===== src/rtl/vga_pkg.sv =====
// Shared VGA timing defaults, the rgb332 colour type and the 332 -> 888 expansion helpers.
package vga_pkg;

  localparam int VGA_H_ACTIVE = 640;
  localparam int VGA_H_FP     = 16;
  localparam int VGA_H_SYNC   = 96;
  localparam int VGA_H_BP     = 48;
  localparam int VGA_V_ACTIVE = 480;
  localparam int VGA_V_FP     = 10;
  localparam int VGA_V_SYNC   = 2;
  localparam int VGA_V_BP     = 33;
  localparam int VGA_H_TOTAL  = VGA_H_ACTIVE + VGA_H_FP + VGA_H_SYNC + VGA_H_BP;
  localparam int VGA_V_TOTAL  = VGA_V_ACTIVE + VGA_V_FP + VGA_V_SYNC + VGA_V_BP;

  typedef struct packed {
    logic [2:0] r;
    logic [2:0] g;
    logic [1:0] b;
  } rgb332_t;

  localparam rgb332_t TP_WHITE   = 8'hFF;
  localparam rgb332_t TP_YELLOW  = 8'hFC;
  localparam rgb332_t TP_CYAN    = 8'h1F;
  localparam rgb332_t TP_GREEN   = 8'h1C;
  localparam rgb332_t TP_MAGENTA = 8'hE3;
  localparam rgb332_t TP_RED     = 8'hE0;
  localparam rgb332_t TP_BLUE    = 8'h03;
  localparam rgb332_t TP_BLACK   = 8'h00;

  // Bit replication keeps full-scale codes at exactly 8'h00 / 8'hFF.
  function automatic logic [7:0] expand3(input logic [2:0] c);
    return {c, c, c[2:1]};
  endfunction

  function automatic logic [7:0] expand2(input logic [1:0] c);
    return {c, c, c, c};
  endfunction

  function automatic rgb332_t test_bar(input logic [2:0] idx);
    case (idx)
      3'd0:    return TP_WHITE;
      3'd1:    return TP_YELLOW;
      3'd2:    return TP_CYAN;
      3'd3:    return TP_GREEN;
      3'd4:    return TP_MAGENTA;
      3'd5:    return TP_RED;
      3'd6:    return TP_BLUE;
      default: return TP_BLACK;
    endcase
  endfunction

endpackage


===== src/rtl/vga_delay_line.sv =====
// Fixed-depth shift register with a synchronous reset that loads every stage with RESET_VALUE.
module vga_delay_line #(
  parameter int                WIDTH       = 1,
  parameter int                DEPTH       = 1,
  parameter logic [WIDTH-1:0]  RESET_VALUE = '0
) (
  input  logic             clk_i,
  input  logic             rst_i,
  input  logic [WIDTH-1:0] din_i,
  output logic [WIDTH-1:0] dout_o
);

  logic [WIDTH-1:0] stage_q [DEPTH];

  always_ff @(posedge clk_i) begin
    if (rst_i) begin
      for (int i = 0; i < DEPTH; i++) stage_q[i] <= RESET_VALUE;
    end else begin
      stage_q[0] <= din_i;
      for (int i = 1; i < DEPTH; i++) stage_q[i] <= stage_q[i-1];
    end
  end

  assign dout_o = stage_q[DEPTH-1];

endmodule


===== src/rtl/vga_timing_output.sv =====
// 640x480@60 raster generator and final colour/sync output stage for the VGA DAC.
// Optional colour-bar generator enabled by defining VGA_TEST_PATTERN_EN (adds testPatternSel).
module vga_timing_output
  import vga_pkg::*;
#(
  parameter int H_ACTIVE   = VGA_H_ACTIVE,
  parameter int H_FP       = VGA_H_FP,
  parameter int H_SYNC     = VGA_H_SYNC,
  parameter int H_BP       = VGA_H_BP,
  parameter int V_ACTIVE   = VGA_V_ACTIVE,
  parameter int V_FP       = VGA_V_FP,
  parameter int V_SYNC     = VGA_V_SYNC,
  parameter int V_BP       = VGA_V_BP,
  parameter int PIPE_DELAY = 1
) (
  input  logic        clk,
  input  logic        reset,
  input  logic [7:0]  RGBIn,
`ifdef VGA_TEST_PATTERN_EN
  input  logic        testPatternSel,
`endif
  output logic [10:0] pixelX,
  output logic [10:0] pixelY,
  output logic        startOfFrame,
  output logic [7:0]  red,
  output logic [7:0]  green,
  output logic [7:0]  blue,
  output logic        h_sync,
  output logic        v_sync,
  output logic        blank_n,
  output logic        sync_n
);

  localparam int H_TOTAL = H_ACTIVE + H_FP + H_SYNC + H_BP;
  localparam int V_TOTAL = V_ACTIVE + V_FP + V_SYNC + V_BP;

  logic [10:0] x_q, x_d, y_q, y_d;
  logic        active_raw, hs_raw, vs_raw;
  logic [2:0]  sync_dly;
  rgb332_t     pix_c;
  logic [7:0]  red_q, green_q, blue_q;
  logic        hs_q, vs_q, blank_q;

  always_comb begin
    x_d = x_q + 11'd1;
    y_d = y_q;
    if (x_q == 11'(H_TOTAL - 1)) begin
      x_d = '0;
      y_d = (y_q == 11'(V_TOTAL - 1)) ? '0 : y_q + 11'd1;
    end
  end

  always_ff @(posedge clk) begin
    if (reset) begin
      x_q <= '0;
      y_q <= '0;
    end else begin
      x_q <= x_d;
      y_q <= y_d;
    end
  end

  assign active_raw = (x_q < 11'(H_ACTIVE)) && (y_q < 11'(V_ACTIVE));
  assign hs_raw = !((x_q >= 11'(H_ACTIVE + H_FP)) && (x_q < 11'(H_ACTIVE + H_FP + H_SYNC)));
  assign vs_raw = !((y_q >= 11'(V_ACTIVE + V_FP)) && (y_q < 11'(V_ACTIVE + V_FP + V_SYNC)));

  // PIPE_DELAY stages here line timing up with RGBIn; the output register below is the final stage.
  vga_delay_line #(
    .WIDTH       (3),
    .DEPTH       (PIPE_DELAY),
    .RESET_VALUE (3'b110)
  ) u_sync_dly (
    .clk_i  (clk),
    .rst_i  (reset),
    .din_i  ({hs_raw, vs_raw, active_raw}),
    .dout_o (sync_dly)
  );

`ifdef VGA_TEST_PATTERN_EN
  logic [9:0] x_dly;
  logic [2:0] bar_idx;

  vga_delay_line #(
    .WIDTH       (10),
    .DEPTH       (PIPE_DELAY),
    .RESET_VALUE (10'd0)
  ) u_x_dly (
    .clk_i  (clk),
    .rst_i  (reset),
    .din_i  (x_q[9:0]),
    .dout_o (x_dly)
  );

  // Indices past the last bar only occur while blanked.
  assign bar_idx = 3'(x_dly / 10'(H_ACTIVE / 8));

  always_comb begin
    pix_c = rgb332_t'(RGBIn);
    if (testPatternSel) pix_c = test_bar(bar_idx);
  end
`else
  always_comb begin
    pix_c = rgb332_t'(RGBIn);
  end
`endif

  always_ff @(posedge clk) begin
    if (reset) begin
      red_q   <= '0;
      green_q <= '0;
      blue_q  <= '0;
      hs_q    <= 1'b1;
      vs_q    <= 1'b1;
      blank_q <= 1'b0;
    end else begin
      hs_q    <= sync_dly[2];
      vs_q    <= sync_dly[1];
      blank_q <= sync_dly[0];
      if (sync_dly[0]) begin
        red_q   <= expand3(pix_c.r);
        green_q <= expand3(pix_c.g);
        blue_q  <= expand2(pix_c.b);
      end else begin
        red_q   <= '0;
        green_q <= '0;
        blue_q  <= '0;
      end
    end
  end

  assign pixelX       = x_q;
  assign pixelY       = y_q;
  assign startOfFrame = (x_q == '0) && (y_q == '0);
  assign red          = red_q;
  assign green        = green_q;
  assign blue         = blue_q;
  assign h_sync       = hs_q;
  assign v_sync       = vs_q;
  assign blank_n      = blank_q;
  assign sync_n       = 1'b1;

endmodule


===== config.mk =====
export PLATFORM = sky130hd
export DESIGN_NAME = vga_timing_output
export DESIGN_NICKNAME = d
export VERILOG_FILES = /design/src/rtl/vga_pkg.sv /design/src/rtl/vga_delay_line.sv /design/src/rtl/vga_timing_output.sv
export SDC_FILE = /design/constraint.sdc
export NUM_CORES = 1
export LEC_CHECK = 0
export BUFFER_PORTS_ARGS = -buffer_cell sky130_fd_sc_hd__buf_4
export CORE_MARGIN = 2
export CORE_UTILIZATION = 30
export CTS_CLUSTER_DIAMETER = 200
export CTS_CLUSTER_SIZE = 16
export DETAILED_ROUTE_END_ITERATION = 10
export PLACE_DENSITY_LB_ADDON = 0.25
export SYNTH_ARGS = -nofsm -noshare
export SYNTH_HDL_FRONTEND = slang
export SYNTH_SLANG_ARGS = --single-unit

===== constraint.sdc =====
create_clock -name clk -period 1.93 [get_ports clk]
set_input_delay 0.0965 -clock clk [delete_from_list [all_inputs] [get_ports clk]]
set_output_delay 0.0965 -clock clk [all_outputs]
set_load 0.02 [all_outputs]

After elaboration in Yosys (flattened, before gate mapping)
Memory sizes are Yosys's and may differ from the RTL's.
Cells that the tools add are included.
- output and inout bits: 51
- RAM bits: 3
- memories: 1
- bits of input ports: 10
- logic and storage cells: 37
- bits in registers: 49
- $add $sub $neg: 2
- reductions and logical operators: 11
- bitwise logic cells: 1
- magnitude comparators: 6
- multiplexer cells: 6
- eq/ne operators: 2
- memory list (name ; words ; width ; read ports ; clocked after memory_dff ; write ports ; line ; source):
    u_sync_dly.stage_q ; 1 ; 3 ; 1 ; 0 ; 1 ; vga_delay_line.sv:13 ; logic [WIDTH-1:0] stage_q [DEPTH];
- operators by type and width (kind ; count):
    $add A11 B1 Y11 const B ; 2
    $eq A11 B10 Y1 const B ; 2
    $logic_not A11 Y1 ; 2
    $lt A11 B10 Y1 const B ; 2
    $lt A11 B9 Y1 const B ; 2
    $ge A11 B10 Y1 const B ; 1
    $ge A11 B9 Y1 const B ; 1
    $mux W11 ; 1
    $logic_and A1 B1 Y1 ; 4
    $mux W1 ; 4
    $reduce_or A2 Y1 ; 2
    $mux W3 ; 1
    $reduce_or A3 Y1 ; 1
    $logic_not A1 Y1 ; 2
    $not A1 Y1 ; 1

Longest topological paths before layout
- depth in word-level cells: 4
- mapped depth: 7
- mapped depth without buffers: 5

Hierarchy
Synthesis repeated with hierarchy kept, for this count alone.
- cell total of the unflattened synthesis: 195
- area, all modules: 1694.1 um^2
- modules (own cells, without submodules) (module ; area an instance (um^2) ; seq. area each (um^2) ; instances ; cells each):
    vga_timing_output ; 1615.3 ; 660.6 ; 1 ; 189
    vga_delay_line ; 78.8 ; 60.1 ; 1 ; 6

Worst setup path before layout
OpenSTA, ideal clock, no wires.
- path kind: reg-to-reg
- start point: register x_q[0] (netlist: pixelX[0])
- end point: register y_q[8] (netlist: pixelY[8])
- path buffers: 0
- data arrival time: 2.110 ns
- setup slack: -0.246 ns
- period minus slack after synthesis: 2.176 ns
- stages on the path, launching flop included: 6
- library setup time: 0.066 ns
- required time: 1.864 ns
- cells stage by stage: dfxtp_1 -> ha_1 -> nand3_1 -> or4_4 -> or4_4 -> a21oi_2
- cells in the longest elaborated chain, start to end: 1
- RTL lines (item ; line ; source):
    start, declared ; vga_timing_output.sv:37 ; logic [10:0] x_q, x_d, y_q, y_d;
    start signal, assigned ; vga_timing_output.sv:55 ; x_q <= '0;
    start signal, assigned ; vga_timing_output.sv:58 ; x_q <= x_d;
    $eq A11 B10 Y1 ; vga_timing_output.sv:47 ; if (x_q == 11'(H_TOTAL - 1)) begin
    end signal, assigned ; vga_timing_output.sv:59 ; y_q <= y_d;
    end, declared ; vga_timing_output.sv:37 ;
Every way passes these cells.
A chain may end at the register's enable or synchronous reset.

Worst setup path after layout
- start point: register x_q[5] (netlist: pixelX[5])
- end point: register y_q[7] (netlist: pixelY[7])
The elaborated chain is that of the path after synthesis.

==> summary.md <==
| Metric | Value |
|---|---|
| Status | finished with violations |
| Failing checks | setup timing |
| Slew HR | 62.8% |
| Port buffer count | 59 |
| Clock Skews | 0.00400 ns |
| Reg2Reg Depth | 5 |
| Initial DRC count | between 50 and 60 |
| Die area | 0.00619 sq mm |
| Worst Hold Class | in -> reg |
| Non-Filler Instances | 327 |
| Vias in the first global route | 1313 |
| Yosys reg bits | 36 |
| Post-Syn Nets | 202 |
| Post-DP HPWL | 2.98 mm |
| Multi-input gate area | approximately 810 sq um |
| Register Area | around 730 sq um |
| Wire length per cell | 12.3 um |
| Bufs on Longest Clock Path | 2 |
| Postcts setup bufs | 0 |
| WP data arrival | 2.18 ns |
| Sequential share of the synthesized area | between 40% and 50% |
| Die Wd | 78.7 um |
| Vias per cell | 4.44 |
| # rows | 27 |
| Max cap viols | 0 |
| Startpoint types | flip-flop |
| Detail Route Antenna Nets | 0 |
| Least-Margin Pin Slew | 0.553 ns |
| Placed cells | approximately 310 |
| Initial antenna violation count | 0 |
| Lkg Pwr | around 1.0 nW |
| Layout cells sized above 1 | 42.4% |
| Worst slack, placed | -0.0274 ns |
| Worst Path Max Fanout | 13 |
| Ys async rst share | 0% |
| Slew Viols, Final | 0 |
| Final WL | about 4.0 mm |
| Reg-to-Reg End | pixelY[7]$_SDFFE_PP0N_ |
| Diode count | 0 |
| 1st-pass router iterations | 4 |
| Starting Density | 30.8% |
| CTS tree | done |
| WS Path Type | reg -> reg |
| H-tree depth | 2 |
| Comb power frac | 11.1% |
| First-pass GRT wire length | around 6.5 mm |
| Clock sink total | 36 |
| Peak supply drop | 0.000452 V |
| Setup crit end kind | flip-flop |
| Area of the core | about 0.0054 sq mm |
| Cell Pwr Density | 608 mW/mm^2 |
| Crit path to | pixelY[7]$_SDFFE_PP0N_ |
| Net Sw Frac | between 20% and 30% |
| Root buffer cell | clkbuf_8 |
| Post-synthesis to final-layout area growth | 44.3% |
| Final Wtd Congestion | 0.753 |
| Crit share post-route | 102% |
| Worst skew pair latency | about 0.28 ns |
| Total track usage | about 13% |
| Final setup vio count | 10 |
| Int Pwr | 1.13 mW |
| Clock-pin slew of the registers on the worst-case setup and hold paths | 0.07 ns |
| Total grt overflow | 0 |
| CTS buffer count | 5 |
| Most used DFF post-synth | dfxtp_1 |
| Post-synthesis cell area | 0.00167 sq mm |
| CP startpoint | pixelX[5]$_SDFF_PP0_ |
| Setup ws final | -0.0292 ns |
| Nets | approximately 270 |
| Final Hold Viols | 0 |
| Worst Path Required | 2.15 ns |
| Number of fill cells in the layout | 547 |
| Post-synth cell types | 37 |
| Synth Area per Inst | 8.90 sq um |
| Vias | 1453 |
| Final worst path period need | 1.96 ns |
| DRC | 0 |
| Synth warn | 0 |
| Switch Pwr | 0.341 mW |
| RSZ-0062 raised after global routing | yes |
| Io pins | 61 |
| Register-to-Register Setup Slack | -0.03 ns |
| Clock Power Share | 36.7% |
| Post-Synthesis Cells | 188 |
| Die Y | approximately 79 um |
| Reg power frac | 52.2% |
| Largest net degree at the start of global routing | 14 |
| R2r startpoint | pixelX[5]$_SDFF_PP0_ |
| FMAX | 510 MHz |
| EDFF count, synth | 0 |
[cell families after synthesis]
family          Yosys count  share of synthesized area (%)
fa+ha+maj                 4                           2.99
xor+xnor                 10                           5.23
flops                    36                           43.0
buf+inv                  31                           11.5
other cells               1                          0.224
compound gates           21                           7.92
simple gates             85                           29.1
[worst max-delay path, stage by stage, from the launching register on]
cell and delay [ns]:
dfxtp_4 0.34, or3_4 0.36, or4_4 0.54, buf_12 0.17
or3_1 0.33, a21oi_1 0.14
[registers in the layout, summed over array words and instances, names as in the netlist]
register and count:
u_sync_dly.stage_q 3, green 3, pixelX 11, h_sync 1
red 3, v_sync 1, blank_n 1, blue 2
pixelY 11
[layout by cell type, fill, tap and decap left out, drive strengths merged, types with 5 or more instances in the layout]
master       netlist  layout
a21oi              9       9
and2              12      12
buf               20      78
clkbuf             5       8
dfxtp             36      36
dlygate4sd3        0       6
inv                6       6
nand2             15      15
nand3              5       5
nand4              6       6
nor2              15      15
nor3               5       5
nor4               5       5
o21ai              7       7
or3                7       7
xnor2              5       5
xor2               5       5
[worst min path at each step]
stage | endpoint | cells past startpoint | start
finish | red[5]$_SDFF_PP0_ | 2 | RGBIn[5]
global route | red[5]$_SDFF_PP0_ | 2 | RGBIn[5]
CTS | red[5]$_SDFF_PP0_ | 2 | RGBIn[5]
detailed placement | green[4]$_SDFF_PP0_ | 2 | RGBIn[4]
global placement | green[4]$_SDFF_PP0_ | 2 | RGBIn[4]
floorplan | blue[5]$_SDFF_PP0_ | 1 | RGBIn[1]
[synthesized netlist by cell type, types with 2 or more instances]
cell / n / area, sq um
or4_4: 3 / 33.8
and4_1: 2 / 17.5
xnor2_1: 5 / 43.8
ha_1: 4 / 50.1
nor2_1: 15 / 56.3
o21ai_0: 7 / 35.0
and2_1: 12 / 75.1
xor2_1: 5 / 43.8
a21oi_1: 7 / 35.0
nand3_1: 5 / 25.0
or3_1: 6 / 37.5
dfxtp_1: 36 / 721
nand2_1: 14 / 52.6
inv_1: 6 / 22.5
a21oi_2: 2 / 17.5
nor4_1: 5 / 31.3
nand4_1: 6 / 37.5
buf_4: 18 / 135
nor3_1: 5 / 25.0
o31ai_1: 2 / 15.0
nand3b_1: 2 / 15.0
or2_2: 2 / 12.5
clkbuf_1: 5 / 18.8
[metrics by stage]
step	TNS (ns)	instance area (sq um)	power (mW)	utilization, %	hold slack (ns)
3_3_place_gp	-0.0189	2230	0.933	41.0	0.299
2_1_floorplan	-0.0811	1720	0.880	-	0.218
5_1_grt	-0.844	2420	1.55	44.4	0.00940
3_5_place_dp	-0.0797	2230	0.934	41.0	0.301
4_1_cts	-0.279	2390	1.50	44.0	0.000573
6_report	-0.174	2420	1.47	44.4	0.0127
[repair_timing]
action / CTS / global route
setup endpoints to repair: 11 / 17
resized for setup: 5 / 4
hold buffers: 5 / 1
hold endpoints to repair: 5 / 1
pin swaps: 2 / 2
[routing by layer]
metal,track usage (%),share of wire [%],vias up
met5,0,0,-
met3,3.30,6.6,9
met1,17.6,46,644
met2,21.2,46,47
met4,5.79,1.5,0
li1,-,-,753
[power by group through the flow]
stage                     clock network (mW)  logic (mW)  registers [mW]
after floorplan                            0      0.0779           0.802
after CTS                              0.567       0.163           0.768
after global routing                   0.605       0.176           0.770
after global placement                     0       0.148           0.784
after detailed placement                   0       0.149           0.785
final                                  0.539       0.163           0.768
[cell type report]
cell class	count	share of cell area, %
Tap cell	72	3.73
Clock buffer	8	3.73
Timing Repair Buffer	84	27.6
Multi-Input combinational cell	121	33.7
Sequential cell	36	30.3
Inverter	6	0.932
Power figures use the tool's default switching activity.
